File: src/rtl/signed_divider.sv
// signed_divider: sequential divider of a 2W-bit dividend by a W-bit divisor
// giving a W-bit quotient and a W-bit remainder. A restoring shift/subtract
// loop runs on operand magnitudes, one quotient bit per cycle, and signs are
// applied in a final fixup cycle.
//
// Build option: define DIV_SIGNED_EN for two's-complement operands. Without
// it the block divides unsigned operands with the same ports, states and
// latency.
//
// Handshake: start is sampled only in IDLE. The accepting edge latches the
// operands, clears the result outputs and raises busy. done pulses for one
// cycle as busy falls, and the results, div_zero and overflow then hold
// until the next accepted start. A start seen while busy is ignored. A
// start still high while done is high is accepted on the next edge,
// because the block is already back in IDLE.
module signed_divider #(
   parameter int W = 4
) (
   input  logic             clk,
   input  logic             reset,
   input  logic             start,
   input  logic [2*W-1:0]   dividend,
   input  logic [W-1:0]     divisor,
   output logic [W-1:0]     quotient,
   output logic [W-1:0]     remainder,
   output logic             busy,
   output logic             done,
   output logic             div_zero,
   output logic             overflow,
   output logic [1:0]       state_dbg
);

   localparam int CW = $clog2(2*W+1);
   localparam logic [2*W-1:0] LIM_POS = (2*W)'((1 << (W-1)) - 1);
   localparam logic [2*W-1:0] LIM_NEG = (2*W)'(1 << (W-1));
   localparam logic [2*W-1:0] LIM_UNS = (2*W)'((1 << W) - 1);

   typedef enum logic [1:0] {
      IDLE   = 2'd0,
      DIVIDE = 2'd1,
      FIXUP  = 2'd2
   } state_t;

   state_t          state, state_nx;

   // Qm starts as the dividend magnitude and is shifted left one bit per
   // step, with the new quotient bits entering at the LSB.
   logic [2*W-1:0]  qm;
   logic [W-1:0]    dm;
   // The partial remainder is always below Dm, so only W bits need storage;
   // the extra trial bit lives in t/diff.
   logic [W-1:0]    r;
   logic [CW-1:0]   count;
   logic            sign_q, sign_r, dz_pend;

   logic [W:0]      t, diff;
   logic            last_step;
   logic            sq_in, sr_in;
   logic [2*W-1:0]  dvd_mag;
   logic [W-1:0]    dvs_mag;
   logic [2*W-1:0]  limit;
   logic            too_big;

   assign state_dbg = state;

`ifdef DIV_SIGNED_EN
   // Operand signs and magnitudes; the most negative dividend negates to
   // itself and is then read as the unsigned magnitude 2^(2W-1).
   always_comb begin
      sq_in   = dividend[2*W-1] ^ divisor[W-1];
      sr_in   = dividend[2*W-1];
      dvd_mag = dividend[2*W-1] ? -dividend : dividend;
      dvs_mag = divisor[W-1] ? -divisor : divisor;
      limit   = sign_q ? LIM_NEG : LIM_POS;
   end
`else
   // Unsigned operands pass through unchanged and results are never negated.
   always_comb begin
      sq_in   = 1'b0;
      sr_in   = 1'b0;
      dvd_mag = dividend;
      dvs_mag = divisor;
      limit   = LIM_UNS;
   end
`endif

   // One restoring step: trial-subtract the divisor from the shifted remainder.
   always_comb begin
      t         = {r, qm[2*W-1]};
      diff      = t - {1'b0, dm};
      last_step = (count == CW'(2*W-1));
      too_big   = (qm > limit);
   end

   // State register.
   always_ff @(posedge clk or negedge reset) begin
      if (!reset) state <= IDLE;
      else        state <= state_nx;
   end

   // Next-state logic.
   always_comb begin
      state_nx = state;
      case (state)
         IDLE:    if (start) state_nx = (divisor == '0) ? FIXUP : DIVIDE;
         DIVIDE:  if (last_step) state_nx = FIXUP;
         FIXUP:   state_nx = IDLE;
         default: state_nx = IDLE;
      endcase
   end

   // Datapath and registered outputs.
   always_ff @(posedge clk or negedge reset) begin
      if (!reset) begin
         qm        <= '0;
         dm        <= '0;
         r         <= '0;
         count     <= '0;
         sign_q    <= 1'b0;
         sign_r    <= 1'b0;
         dz_pend   <= 1'b0;
         quotient  <= '0;
         remainder <= '0;
         busy      <= 1'b0;
         done      <= 1'b0;
         div_zero  <= 1'b0;
         overflow  <= 1'b0;
      end else begin
         done <= 1'b0;
         case (state)
            IDLE: begin
               if (start) begin
                  sign_q    <= sq_in;
                  sign_r    <= sr_in;
                  qm        <= dvd_mag;
                  dm        <= dvs_mag;
                  r         <= '0;
                  count     <= '0;
                  dz_pend   <= (divisor == '0);
                  quotient  <= '0;
                  remainder <= '0;
                  div_zero  <= 1'b0;
                  overflow  <= 1'b0;
                  busy      <= 1'b1;
               end
            end
            DIVIDE: begin
               if (!diff[W]) begin
                  r  <= diff[W-1:0];
                  qm <= {qm[2*W-2:0], 1'b1};
               end else begin
                  r  <= t[W-1:0];
                  qm <= {qm[2*W-2:0], 1'b0};
               end
               count <= count + CW'(1);
            end
            FIXUP: begin
               done <= 1'b1;
               busy <= 1'b0;
               if (dz_pend) begin
                  div_zero <= 1'b1;
               end else if (too_big) begin
                  overflow <= 1'b1;
               end else begin
                  quotient  <= sign_q ? -qm[W-1:0] : qm[W-1:0];
                  remainder <= sign_r ? -r : r;
               end
            end
            default: ;
         endcase
      end
   end

endmodule

File: config.mk
export PLATFORM = sky130hd
export DESIGN_NAME = signed_divider
export DESIGN_NICKNAME = d
export VERILOG_FILES = /design/src/rtl/signed_divider.sv
export SDC_FILE = /design/constraint.sdc
export NUM_CORES = 1
export LEC_CHECK = 0
export ABC_AREA = 0
export CORE_UTILIZATION = 47
export CTS_CLUSTER_DIAMETER = 60
export CTS_CLUSTER_SIZE = 10
export DETAILED_ROUTE_END_ITERATION = 16
export HOLD_SLACK_MARGIN = 0.1
export PLACE_DENSITY = 0.75
export SYNTH_ARGS = -nofsm -noshare
export SYNTH_HDL_FRONTEND = slang
export SYNTH_SLANG_ARGS = --single-unit
File: constraint.sdc
create_clock -name clk -period 1.9 [get_ports clk]
set_input_delay 0.57 -clock clk [delete_from_list [all_inputs] [get_ports clk]]
set_output_delay 0.57 -clock clk [all_outputs]
set_load 0.1 [all_outputs]
-- Word level (Yosys, flattened, before mapping)
Cells that the tools add are included.
- order comparisons: 1
- mux-type cells: 26
- equality and inequality tests: 9
- add/subtract/negate cells: 2
- reduce and logical (&&, ||, !) cells: 11
- operators with widths (kind ; number):
    4-bit case mux with 2 select lines ; 4
    4-bit 2-to-1 mux ; 6
    8-bit case mux with 2 select lines ; 1
    2-bit inequality test (second input constant) ; 6
    8-bit by 4-bit greater-than comparator with 1-bit output (second input constant) ; 1
    8-bit 2-to-1 mux ; 1
    2-bit AND reduction ; 4
    4-bit AND reduction ; 2
    1-bit 2-to-1 mux ; 7
    2-bit 2-to-1 mux ; 3
    1-bit case mux with 2 select lines ; 3
    5-bit by 4-bit subtractor with 5-bit output ; 1
    4-bit by 1-bit adder with 4-bit output (second input constant) ; 1
    4-bit by 3-bit == test with 1-bit output (second input constant) ; 1
    4-bit zero test ; 1
    2-bit case mux with 2 select lines ; 1
    2-bit nonzero test ; 2
    3-bit AND reduction ; 1
    2-bit by 1-bit == test with 1-bit output (second input constant) ; 1
    2-bit == test (second input constant) ; 1
    2-bit zero test ; 1
- bits of input ports: 15
- word-level logic and storage cells: 61
- register bits: 35
- output and inout port bits: 14

-- Longest topological paths before layout
- depth in word-level cells: 4
- mapped depth: 8
- mapped depth without buffers: 8

-- Least setup slack after synthesis
Ideal clock, no wire load.
- kind: register -> register
- from: register state[1], in the netlist state_dbg[1]
- to: register quotient[2]
- library setup time: 0.083 ns
- stages on the path, launching flop included: 7
- required time: 1.817 ns
- path buffers: 1
- data arrival time: 1.971 ns
- clock period less this slack: 2.054 ns
- setup slack: -0.154 ns
- cells stage by stage: dfrtp_1 -> nor2_1 -> a211oi_2 -> a21boi_4 -> buf_6 -> nand3_1 -> o21ai_0
- word-level cells in the longest chain between the ends: 3
- elaborated cells on any way between the ends: 8
- classes of those cells: eq/ne: 4; mux: 1; reduce/logical: 3
- RTL lines (element ; line ; RTL):
    start, declared ; 44 ; state_t state, state_nx;
    start signal, assigned ; 98 ; else state <= state_nx;
    2-bit == test or 2-bit zero test (tied branches) ; 130 ; case (state)
    2-bit inequality test (no source line) or 2-bit nonzero test (tied branches) ; -- ;
    4-bit AND reduction (no source line) ; -- ;
    end signal, assigned ; 165 ; quotient <= sign_q ? -qm[W-1:0] : qm[W-1:0];
    end, declared ; 24 ; output logic [W-1:0] quotient,
Several ways; a longest one is shown, not always the timed one.
A chain may end at the register's enable or synchronous reset.

-- Final worst setup path
- from: register qm[7]
- to: register r[0]
- word-level cells in the longest chain between the ends: 3
- RTL lines (element ; line ; RTL):
    start, declared ; 48 ; logic [2*W-1:0] qm;
    start signal, assigned ; 135 ; qm <= dvd_mag;
    start signal, assigned ; 150 ; qm <= {qm[2*W-2:0], 1'b1};
    start signal, assigned ; 153 ; qm <= {qm[2*W-2:0], 1'b0};
    5-bit by 4-bit subtractor with 5-bit output ; 90 ; diff = t - {1'b0, dm};
    4-bit 2-to-1 mux * ; 148 ; if (!diff[W]) begin
    4-bit case mux with 2 select lines * ; 130 ;
    end signal, assigned ; 149 ; r <= diff[W-1:0];
    end signal, assigned ; 152 ; r <= t[W-1:0];
    end, declared ; 52 ; logic [W-1:0] r;
Every way passes the cells marked *; elsewhere a longest branch is shown, timed or not.

==> results by group <==
Synth
  • Most frequent cell after synthesis: dfrtp_1
  • Flops & latches, synth: 35
  • Post-synthesis net count: 198
  • Syn. warnings: 0
  • Dominant cells by area after synthesis: dfrtp_1 53%, nand2_1 7.2%, o21ai_0 6.9%, ha_1 3.8%, nor2_1 3.6%
  • Seq/Total Area, Yosys: 52.6%
  • Synth top cells by count: 35 x dfrtp_1, 32 x nand2_1, 23 x o21ai_0
  • Synth top area share: 52.6%
  • Synth unique cells: 31
  • Post-synth EDFFs: 0
  • Synth Flop Type: dfrtp_1
  • Cells after synthesis: 177
  • Asr flop ratio synth: 100%
  • Synthesized cell area: 1670 um^2
  • Synth area leader: dfrtp_1
  • Syn Area/Cell: 9.42 um^2

Clock tree
  • Worst skew pair latency: 0.35 ns
  • Clock root buffer: clkbuf_4
  • Htree depth: 2
  • Clock Pin Slew Worst Setup and Hold Paths: 0.12 ns
  • Hold buffers post-CTS: 0
  • TritonCTS Buffers: 5
  • Clk sinks: 35
  • CTS tree: done
  • Clock Tree Buf Depth: 2

Floorplanning
  • Die X: 61.5 um
  • CORE AREA: 3360 um^2
  • Initial core utilization: 49.6%
  • Full die area: 3790 um^2
  • Vert. Die Dim: 61.5 um
  • Ports: 29
  • Row count: 21

Worst setup path
  • Worst path required time: 2.19 ns
  • Crit Path Max Fanout: 5
  • Crit path kind: flip-flop to flip-flop
  • CP cell instances: inv_2, ha_4, fa_2, nand2b_4, a21oi_4, xnor2_4, mux2i_1, a22o_1
  • Arr. time, crit path: 2.21 ns
  • Worst setup EP type: flip-flop
  • Slowest CP cell: dfrtp_1
  • Slowest cell delay on critical path: 0.38 ns
  • CP Launch Point: qm[7]$_DFFE_PN0P_
  • Reg2Reg Launch Point: qm[7]$_DFFE_PN0P_
  • Startpoint Class: flip-flop

Global routing
  • Grt total ovfl: 0
  • First-pass GRT wire length: 6310 um
  • Initial antenna violation count: 0
  • Vias in the first global route: 1393
  • Largest net degree at the start of global routing: 36
  • Total GRT Usage: 23.7%

Power
  • Peak VDD IR: 1.50 mV
  • Static Leak: 1.06 nW
  • Power Total: 4.10 mW
  • PwrDens: 1740 nW/um^2

Layout
  • Layout area overhead: 41.3%
  • N_diodes: 0
  • Filler cell count: 272
  • Final core occ: 70.0%
  • Share of layout cells above drive strength 1: 22.3%
  • Final nets: 240

Worst hold path
  • Hold_sp: count[3]$_DFFE_PN0P_
  • Hold Path Class: flip-flop to flip-flop

Timing
  • Rel. slew slack: 58.8%
  • Final setup vio count: 1
  • Fin crit share: 102%
  • Worst-margin pin slew: 0.618 ns
  • Final hold viol count: 0
  • RSZ-0062 raised after global routing: yes
  • Clk_skew: 0.0144 ns
  • Tmin final: 1.93 ns
  • Final Slew Violations: 0
  • Hold Slack: 0.525 ns
  • Worst setup margin: -0.0294 ns
  • Fmax: 518 MHz

Job
  • Max cap viols: 0

Route
  • Antenna violation net count after detailed routing: 0
  • # DRC: 0
  • Via count: 1424
  • 1st-pass router iterations: 4
  • Final WL: 3860 um
  • Initial DRC count: 42
  • Wire per inst: 14.5 um
  • Via density: 5.35

Status
  • Failing checks: setup timing
  • Run status: finished with violations

Placed design
  • Gpl congestion: 0.791
  • Half-perimeter wire length after placement: 2560 um
  • Port buffer count: 28
-- layout make-up --
cell class	instances	area (um^2)	share of cell area (%)
flip-flops and latches	35	878	37.3
multi-input cells	120	739	31.4
repair buffers	43	546	23.2
well taps	46	57.6	2.44
inverters	14	52.6	2.23
clock inverters	3	43.8	1.86
clock buffers	5	37.5	1.59
-- timing repair --
action | in CTS | in global routing
gates resized for setup | 8 | 1
hold endpoints to repair | 0 | 0
setup endpoints to repair | 4 | 4
pin swaps | 3 | 4
buffers inserted | 2 | 2
-- state kept, by name, indices dropped and copies added (netlist names), 2 cells and up --
register and count:
qm 8, count 4, dm 4, quotient 4, r 4, remainder 4, state_dbg 2
-- worst max-delay path, delay by kind of cell (launching register included) --
kind / cells / cell delay [ns]
adder cells (fa/ha/maj): 2 / 0.50
flip-flops: 1 / 0.38
AO/OA/AOI/OAI: 2 / 0.33
multiplexers: 1 / 0.26
XOR/XNOR: 1 / 0.18
AND/OR/NAND/NOR: 1 / 0.15
buffers and inverters: 1 / 0.06
-- where the power goes --
group	total (mW)	internal, mW	switching [mW]	leakage (nW)
registers	1.29	1.02	0.269	0.435
clock network	0.556	0.277	0.279	0.0452
logic	2.26	1.02	1.25	0.575
-- cells in the final DEF (no fill, tap or decap), types with 2 or more instances in the layout --
| cell type | instances |
|---|---|
| a21oi_1 | 4 |
| a22o_1 | 3 |
| a31oi_1 | 7 |
| buf_12 | 15 |
| buf_4 | 14 |
| clkbuf_4 | 5 |
| clkdlybuf4s50_1 | 14 |
| dfrtp_1 | 33 |
| dfrtp_2 | 2 |
| ha_1 | 4 |
| inv_1 | 13 |
| mux2i_1 | 4 |
| nand2_1 | 32 |
| nand3_1 | 8 |
| nor2_1 | 16 |
| o21ai_0 | 21 |
| o21ai_1 | 2 |
-- kinds of logic after synthesis --
kind of cell,Yosys count,synth area share [%]
muxes,4,2.40
buffers and inverters,22,5.78
xor gates and xnor gates,3,2.03
and+or+nand+nor,65,17.0
AOI/OAI and AO/OA,42,15.3
adders and majority gates,6,4.96
DFF,35,52.6
-- layer usage --
layer,track usage (%),vias up,part of all wire [%]
met4,11.7,0,2.0
met3,7.14,10,4.5
met2,38.9,45,49
met1,28.4,689,44
li1,-,680,-
met5,0,-,0
-- final timing paths --
kind / to / slack (ns) / cells past startpoint
worst max-delay path: r[0]$_DFFE_PN0P_ / -0.03 / 8
worst min-delay path: count[3]$_DFFE_PN0P_ / 0.53 / 1
max in group asynchronous: state_dbg[0]$_DFFE_PN0P_ / 0.93 / 2
min in group asynchronous: r[1]$_DFFE_PN0P_ / 0.62 / 2
worst max register to register: r[0]$_DFFE_PN0P_ / -0.03 / 8
worst min register to register: count[3]$_DFFE_PN0P_ / 0.53 / 1
-- stage by stage --
| step | instances | setup WS, ns | TNS (ns) | area (um^2) |
|---|---|---|---|---|
| 6_report | 266 | -0.0294 | -0.0294 | 2350 |
| 5_1_grt | 266 | -0.155 | -0.349 | 2350 |
| 4_1_cts | 264 | -0.0306 | -0.0618 | 2340 |
| 3_5_place_dp | 254 | -0.156 | -1.33 | 2200 |
| 3_3_place_gp | 254 | -0.0616 | -0.636 | 2200 |
| 2_1_floorplan | 177 | 0.0230 | 0 | 1670 |
Note: power is estimated with default switching activity, not from simulation.
